$ cat config.mk
export PLATFORM = sky130hd
export DESIGN_NAME = i2c_slave
export DESIGN_NICKNAME = d
export VERILOG_FILES = /design/src/rtl/i2c_slave.sv
export SDC_FILE = /design/constraint.sdc
export NUM_CORES = 1
export LEC_CHECK = 0
export ABC_AREA = 1
export CAP_MARGIN = 0
export CORE_ASPECT_RATIO = 1.1
export CORE_UTILIZATION = 30
export CTS_BUF_LIST = sky130_fd_sc_hd__clkbuf_4
export DETAILED_ROUTE_END_ITERATION = 16
export PLACE_DENSITY = 0.47
export SLEW_MARGIN = 25
export SYNTH_ARGS = -nofsm -noshare
export SYNTH_HDL_FRONTEND = slang
export SYNTH_SLANG_ARGS = --single-unit
$ cat constraint.sdc
create_clock -name i2c_clk_in -period 1.8 [get_ports i2c_clk_in]
set_input_delay 0.18 -clock i2c_clk_in [delete_from_list [all_inputs] [get_ports i2c_clk_in]]
set_output_delay 0.18 -clock i2c_clk_in [all_outputs]
set_load 0.1 [all_outputs]
$ cat src/rtl/i2c_slave.sv
// I2C target: 7-bit address match, byte write/read with ACK handling.
// Optional SCL/SDA majority glitch filter enabled by defining I2C_SLAVE_GLITCH_FILTER_EN.
module i2c_slave #(
  parameter logic [6:0] SLAVE_ADDR = 7'h50
) (
  input  logic       i2c_clk_in,
  input  logic       reset,
  input  logic       scl_in,
  input  logic       sda_in,
  output logic       sda_oe,
  input  logic [7:0] tx_data,
  output logic       tx_ready,
  output logic [7:0] rx_data,
  output logic       rx_valid,
  output logic       busy,
  output logic [3:0] state
);

  typedef enum logic [3:0] {
    IDLE       = 4'd0,
    ADDRESS    = 4'd1,
    ADDR_ACK   = 4'd2,
    WRITE_DATA = 4'd3,
    WRITE_ACK  = 4'd4,
    READ_DATA  = 4'd5,
    READ_ACK   = 4'd6,
    WAIT_STOP  = 4'd7
  } state_t;

  logic [1:0] line_raw;
  logic [1:0] line_s;
  assign line_raw = {sda_in, scl_in};

  // Line 0 is SCL, line 1 is SDA.
  genvar gi;
  generate
    for (gi = 0; gi < 2; gi++) begin : g_line
      logic meta_reg;
      logic sync_reg;
      always_ff @(posedge i2c_clk_in) begin
        if (reset) begin
          meta_reg <= 1'b1;
          sync_reg <= 1'b1;
        end else begin
          meta_reg <= line_raw[gi];
          sync_reg <= meta_reg;
        end
      end
`ifdef I2C_SLAVE_GLITCH_FILTER_EN
      logic [2:0] hist_reg;
      always_ff @(posedge i2c_clk_in) begin
        if (reset) hist_reg <= 3'b111;
        else       hist_reg <= {hist_reg[1:0], sync_reg};
      end
      assign line_s[gi] = (hist_reg[0] & hist_reg[1]) | (hist_reg[0] & hist_reg[2]) |
                          (hist_reg[1] & hist_reg[2]);
`else
      assign line_s[gi] = sync_reg;
`endif
    end
  endgenerate

  logic scl_s, sda_s;
  assign scl_s = line_s[0];
  assign sda_s = line_s[1];

  logic       scl_prev_reg, sda_prev_reg;
  state_t     state_reg, state_next;
  logic [2:0] bit_cnt_reg, bit_cnt_next;
  logic [7:0] shift_reg, shift_next;
  logic       sda_oe_reg, sda_oe_next;
  logic       busy_reg, busy_next;
  logic [7:0] rx_data_reg, rx_data_next;
  logic       rx_valid_reg, rx_valid_next;
  logic       tx_ready_reg, tx_ready_next;

  // SCL must be high on both samples so a data change at an SCL edge is not a condition.
  logic start_det, stop_det, scl_rise, scl_fall;
  assign start_det = scl_s & scl_prev_reg & sda_prev_reg & ~sda_s;
  assign stop_det  = scl_s & scl_prev_reg & ~sda_prev_reg & sda_s;
  assign scl_rise  = scl_s & ~scl_prev_reg;
  assign scl_fall  = ~scl_s & scl_prev_reg;

  always_comb begin
    state_next    = state_reg;
    bit_cnt_next  = bit_cnt_reg;
    shift_next    = shift_reg;
    sda_oe_next   = sda_oe_reg;
    busy_next     = busy_reg;
    rx_data_next  = rx_data_reg;
    rx_valid_next = 1'b0;
    tx_ready_next = 1'b0;
    if (stop_det) begin
      state_next   = IDLE;
      bit_cnt_next = 3'd0;
      sda_oe_next  = 1'b0;
      busy_next    = 1'b0;
    end else if (start_det) begin
      state_next   = ADDRESS;
      bit_cnt_next = 3'd7;
      sda_oe_next  = 1'b0;
      busy_next    = 1'b0;
    end else begin
      case (state_reg)
        ADDRESS: if (scl_rise) begin
          shift_next = {shift_reg[6:0], sda_s};
          if (bit_cnt_reg == 3'd0) begin
            if (shift_reg[6:0] == SLAVE_ADDR) begin
              state_next   = ADDR_ACK;
              busy_next    = 1'b1;
              bit_cnt_next = 3'd1;
            end else begin
              state_next  = WAIT_STOP;
              sda_oe_next = 1'b0;
            end
          end else begin
            bit_cnt_next = bit_cnt_reg - 3'd1;
          end
        end
        // Counter value 1 marks the first falling edge (start driving ACK); 0 marks the end of the ACK clock.
        ADDR_ACK: if (scl_fall) begin
          if (bit_cnt_reg == 3'd1) begin
            sda_oe_next  = 1'b1;
            bit_cnt_next = 3'd0;
          end else begin
            bit_cnt_next = 3'd7;
            if (shift_reg[0]) begin
              state_next    = READ_DATA;
              shift_next    = tx_data;
              tx_ready_next = 1'b1;
              sda_oe_next   = ~tx_data[7];
            end else begin
              state_next  = WRITE_DATA;
              sda_oe_next = 1'b0;
            end
          end
        end
        WRITE_DATA: if (scl_rise) begin
          shift_next = {shift_reg[6:0], sda_s};
          if (bit_cnt_reg == 3'd0) begin
            rx_data_next  = {shift_reg[6:0], sda_s};
            rx_valid_next = 1'b1;
            state_next    = WRITE_ACK;
            bit_cnt_next  = 3'd1;
          end else begin
            bit_cnt_next = bit_cnt_reg - 3'd1;
          end
        end
        WRITE_ACK: if (scl_fall) begin
          if (bit_cnt_reg == 3'd1) begin
            sda_oe_next  = 1'b1;
            bit_cnt_next = 3'd0;
          end else begin
            sda_oe_next  = 1'b0;
            state_next   = WRITE_DATA;
            bit_cnt_next = 3'd7;
          end
        end
        READ_DATA: if (scl_fall) begin
          if (bit_cnt_reg == 3'd0) begin
            sda_oe_next = 1'b0;
            state_next  = READ_ACK;
          end else begin
            shift_next   = {shift_reg[6:0], 1'b0};
            sda_oe_next  = ~shift_reg[6];
            bit_cnt_next = bit_cnt_reg - 3'd1;
          end
        end
        // A falling edge is only seen here after the master ACKed on the rising edge.
        READ_ACK: begin
          if (scl_rise && sda_s) begin
            state_next = WAIT_STOP;
          end else if (scl_fall) begin
            state_next    = READ_DATA;
            shift_next    = tx_data;
            tx_ready_next = 1'b1;
            sda_oe_next   = ~tx_data[7];
            bit_cnt_next  = 3'd7;
          end
        end
        IDLE, WAIT_STOP: sda_oe_next = 1'b0;
        default: begin
          state_next  = IDLE;
          sda_oe_next = 1'b0;
        end
      endcase
    end
  end

  always_ff @(posedge i2c_clk_in) begin
    if (reset) begin
      scl_prev_reg <= 1'b1;
      sda_prev_reg <= 1'b1;
      state_reg    <= IDLE;
      bit_cnt_reg  <= 3'd0;
      shift_reg    <= 8'h00;
      sda_oe_reg   <= 1'b0;
      busy_reg     <= 1'b0;
      rx_data_reg  <= 8'h00;
      rx_valid_reg <= 1'b0;
      tx_ready_reg <= 1'b0;
    end else begin
      scl_prev_reg <= scl_s;
      sda_prev_reg <= sda_s;
      state_reg    <= state_next;
      bit_cnt_reg  <= bit_cnt_next;
      shift_reg    <= shift_next;
      sda_oe_reg   <= sda_oe_next;
      busy_reg     <= busy_next;
      rx_data_reg  <= rx_data_next;
      rx_valid_reg <= rx_valid_next;
      tx_ready_reg <= tx_ready_next;
    end
  end

  assign sda_oe   = sda_oe_reg;
  assign busy     = busy_reg;
  assign rx_data  = rx_data_reg;
  assign rx_valid = rx_valid_reg;
  assign tx_ready = tx_ready_reg;
  assign state    = state_reg;

endmodule
==> flow_metrics.env, run 1 <==
export IMPL_n_antenna_cell=0
export IMPL_p_per_area_nw_per_um2=1500
export IMPL_hold_violations=0
export IMPL_cts_buffers_inserted=5
export IMPL_setup_viol=0
export IMPL_post_cts_buffers=0
export IMPL_ys_flop_type="dfxtp_1"
export IMPL_clock_sinks=31
export IMPL_drive_gt1_share_pct=19.9
export IMPL_setup_ws_ns=0.165
export IMPL_fin_crit_ns=1.64
export IMPL_synthXorXnorAreaFrac_pct=0.469
export IMPL_dp_slack_ns=0.0149
export IMPL_hpwl_um=3830
export IMPL_holdBufCountCts=0
export IMPL_slowest_delay_ns=0.43
export IMPL_drtIter0Drc=123
export IMPL_critical_path_buf_inv_count=2
export IMPL_syn_to_final_growth_pct=21.0
export IMPL_start_util_pct=31.8
export IMPL_synth_fa_ha_area_share_pct=2.01
export IMPL_antenna_found_initial=0
export IMPL_synth_seq_cells=31
export IMPL_clock_fmax_mhz=612
export IMPL_synth_compound_area_share_pct=13.5
export IMPL_clk_path_buf_depth=2
export IMPL_slowest_stage="dfxtp_4"
export IMPL_ys_types=31
export IMPL_cts_htree_levels=2
export IMPL_syn_nets=303
export IMPL_clkTransAtPathRegs_ns=0.11
export IMPL_fin_util_pct=38.5
export IMPL_crit_family="simple AND/OR/NAND/NOR gates"
export IMPL_detail_route_antenna_nets=0
export IMPL_syn_inst=288
export IMPL_critPathKind="reg -> reg"
export IMPL_overflow=0
export IMPL_fin_crit_sh_pct=90.8
export IMPL_rows=29
export IMPL_yosysSeqAreaShare_pct=33.2
export IMPL_place_area_um2=2200
export IMPL_end_kind="register"
export IMPL_cp_data_arrival_time_ns=1.92
export IMPL_clock_root_buffer="clkbuf_4"
export IMPL_fin_tns_setup_ns=0
export IMPL_io_pins=28
export IMPL_cp_required_ns=2.08
export IMPL_grt_max_degree=18
export IMPL_grt_usage_pct=16.4
export IMPL_dr_pass1_iters=4
export IMPL_gp_congestion=0.871
export IMPL_cts_tree="built"
export IMPL_first_global_vias=1730
export IMPL_port_buffers=26
export IMPL_status="completed"
export IMPL_async_flop_share_pct=0
export IMPL_hold_path_class="in -> reg"
export IMPL_fin_skew_ns=0.0127
export IMPL_finalWirelength_um=4990
export IMPL_drv_cap=0
export IMPL_core_um2=5880
export IMPL_dieArea_um2=6550
export IMPL_worst_hold_slack_ns=0.407
export IMPL_p_leak_uw=0.00106
export IMPL_grt_pass1_wl_um=8440
export IMPL_crit_top_cell="nand2_1"
export IMPL_syn_area_um2=1870
export IMPL_worstSkewPairLatency_ns=0.33
export IMPL_fin_nets=336
export IMPL_synth_top_family_by_area="simple AND/OR/NAND/NOR gates"
export IMPL_final_common_cell="nand2_1"
export IMPL_wl_per_cell_um=12.5
export IMPL_synthMuxAreaShare_pct=0
export IMPL_num_vias=1877
export IMPL_fin_area_um2=2260
export IMPL_ir_drop_mv=0.455
export IMPL_fp_dieW_um=77.3
export IMPL_layout_common_cells="nand2_1, nor2_1, dfxtp_1, nand3_1, buf_4"
export IMPL_cp_max_fo=9
export IMPL_crit_path_cell_trace="inv_1 -> nand2_1 -> inv_1 -> nor2_2 -> nand2_1 -> nand2_1 -> nand2_1 -> o21ai_1 -> nor2_1 -> nor2_1"
export IMPL_yosysWarnings=0
export IMPL_avgSynthCellArea_um2=6.49
export IMPL_largest_reg_flops=8
export IMPL_final_max_slew_viol_count=0
export IMPL_post_route_drc_count=0
export IMPL_vias_per_cell=4.70
export IMPL_synth_edf_count=0
export IMPL_worst_setup_path_start_kind="register"
export IMPL_synthSimpleGateAreaFrac_pct=41.6
export IMPL_die_h_um=84.8
==> worst register-to-register path: stages (launching register included) <==
cell and delay [ns]:
dfxtp_4 0.43, inv_1 0.12, nand2_1 0.20, inv_1 0.10, nor2_2 0.30, nand2_1 0.10, nand2_1 0.08, nand2_1 0.05
o21ai_1 0.06, nor2_1 0.05, nor2_1 0.08
==> metrics by stage <==
stage	instances	total power [uW]
2_1_floorplan	288	2540
3_3_place_gp	391	2970
3_5_place_dp	391	2950
4_1_cts	399	3380
5_1_grt	399	3740
6_report	399	3390
==> path summary, 6_finish.rpt <==
check | start | to | slack, ns | cells after the start
max | state[2] | shift_reg[0] | 0.16 | 10
min | sda_in | g_line[1].meta_reg | 0.41 | 2
max reg2reg | state[2] | shift_reg[0] | 0.16 | 10
min reg2reg | g_line[0].meta_reg | g_line[0].sync_reg | 0.42 | 1
==> area by class of cell <==
class | instances | area, um2
well taps | 77 | 96.3
flip-flops and latches | 31 | 629
multi-input cells | 220 | 1090
clock inverters | 3 | 13.8
clock buffers | 5 | 37.5
inverters | 29 | 109
fillers | 668 | 3620
repair buffers | 34 | 283
==> kinds of logic (layout without fill, tap and decap cells) <==
logic type | after synthesis | after routing
AOI/OAI and AO/OA | 45 | 45
DFF | 31 | 31
other | 1 | 1
buffers and inverters | 37 | 71
and+or+nand+nor | 170 | 170
xor gates and xnor gates | 1 | 1
adders and majority gates | 3 | 3
==> timing repair <==
action / 4_1_cts / 5_1_grt
resized for setup: 0 / 6
endpoints found under the setup margin: 0 / 5
hold endpoints to repair: 0 / 0
==> power breakdown <==
group	switching [uW]	internal [uW]	total, uW
Clock	259	145	404
Sequential	133	828	961
Combinational	1390	641	2030
Total	1780	1610	3390
==> synth_stat cells (3+ instances only) <==
cell type,n,area [um2]
nor2_2,4,25.0
nand2_1,68,255
o21ai_0,13,65.1
or2_2,4,25.0
nor2_4,3,33.8
nor2_1,49,184
a21oi_1,17,85.1
ha_1,3,37.5
nand2_2,7,43.8
o21ai_1,4,20.0
buf_4,6,45.0
nor3_1,4,20.0
inv_1,23,86.3
o211ai_1,8,60.1
inv_2,5,18.8
nand3_1,23,115
nand4_1,3,18.8
dfxtp_1,31,621
==> per-layer routing <==
layer / global-route usage [%] / vias to the layer above / wire (um)
met5: 0 / - / 0
met4: 4.12 / 0 / 27
met3: 3.15 / 2 / 229
met2: 24.7 / 41 / 2210
met1: 23.7 / 839 / 2530
li1: - / 995 / -
Note: power is estimated with default switching activity, not from simulation.
==> run 2, diff against run 1 <==
Settings changed: CAP_MARGIN 0 to 20.
==> results of run 2 <==
Same layout as run 1: the final DEF is identical, and so are final timing and power.
==> run 3, diff against run 2 <==
Settings changed: TNS_END_PERCENT from default to 50.
==> results of run 3 <==
Same layout as run 1: the final DEF is identical, and so are final timing and power.
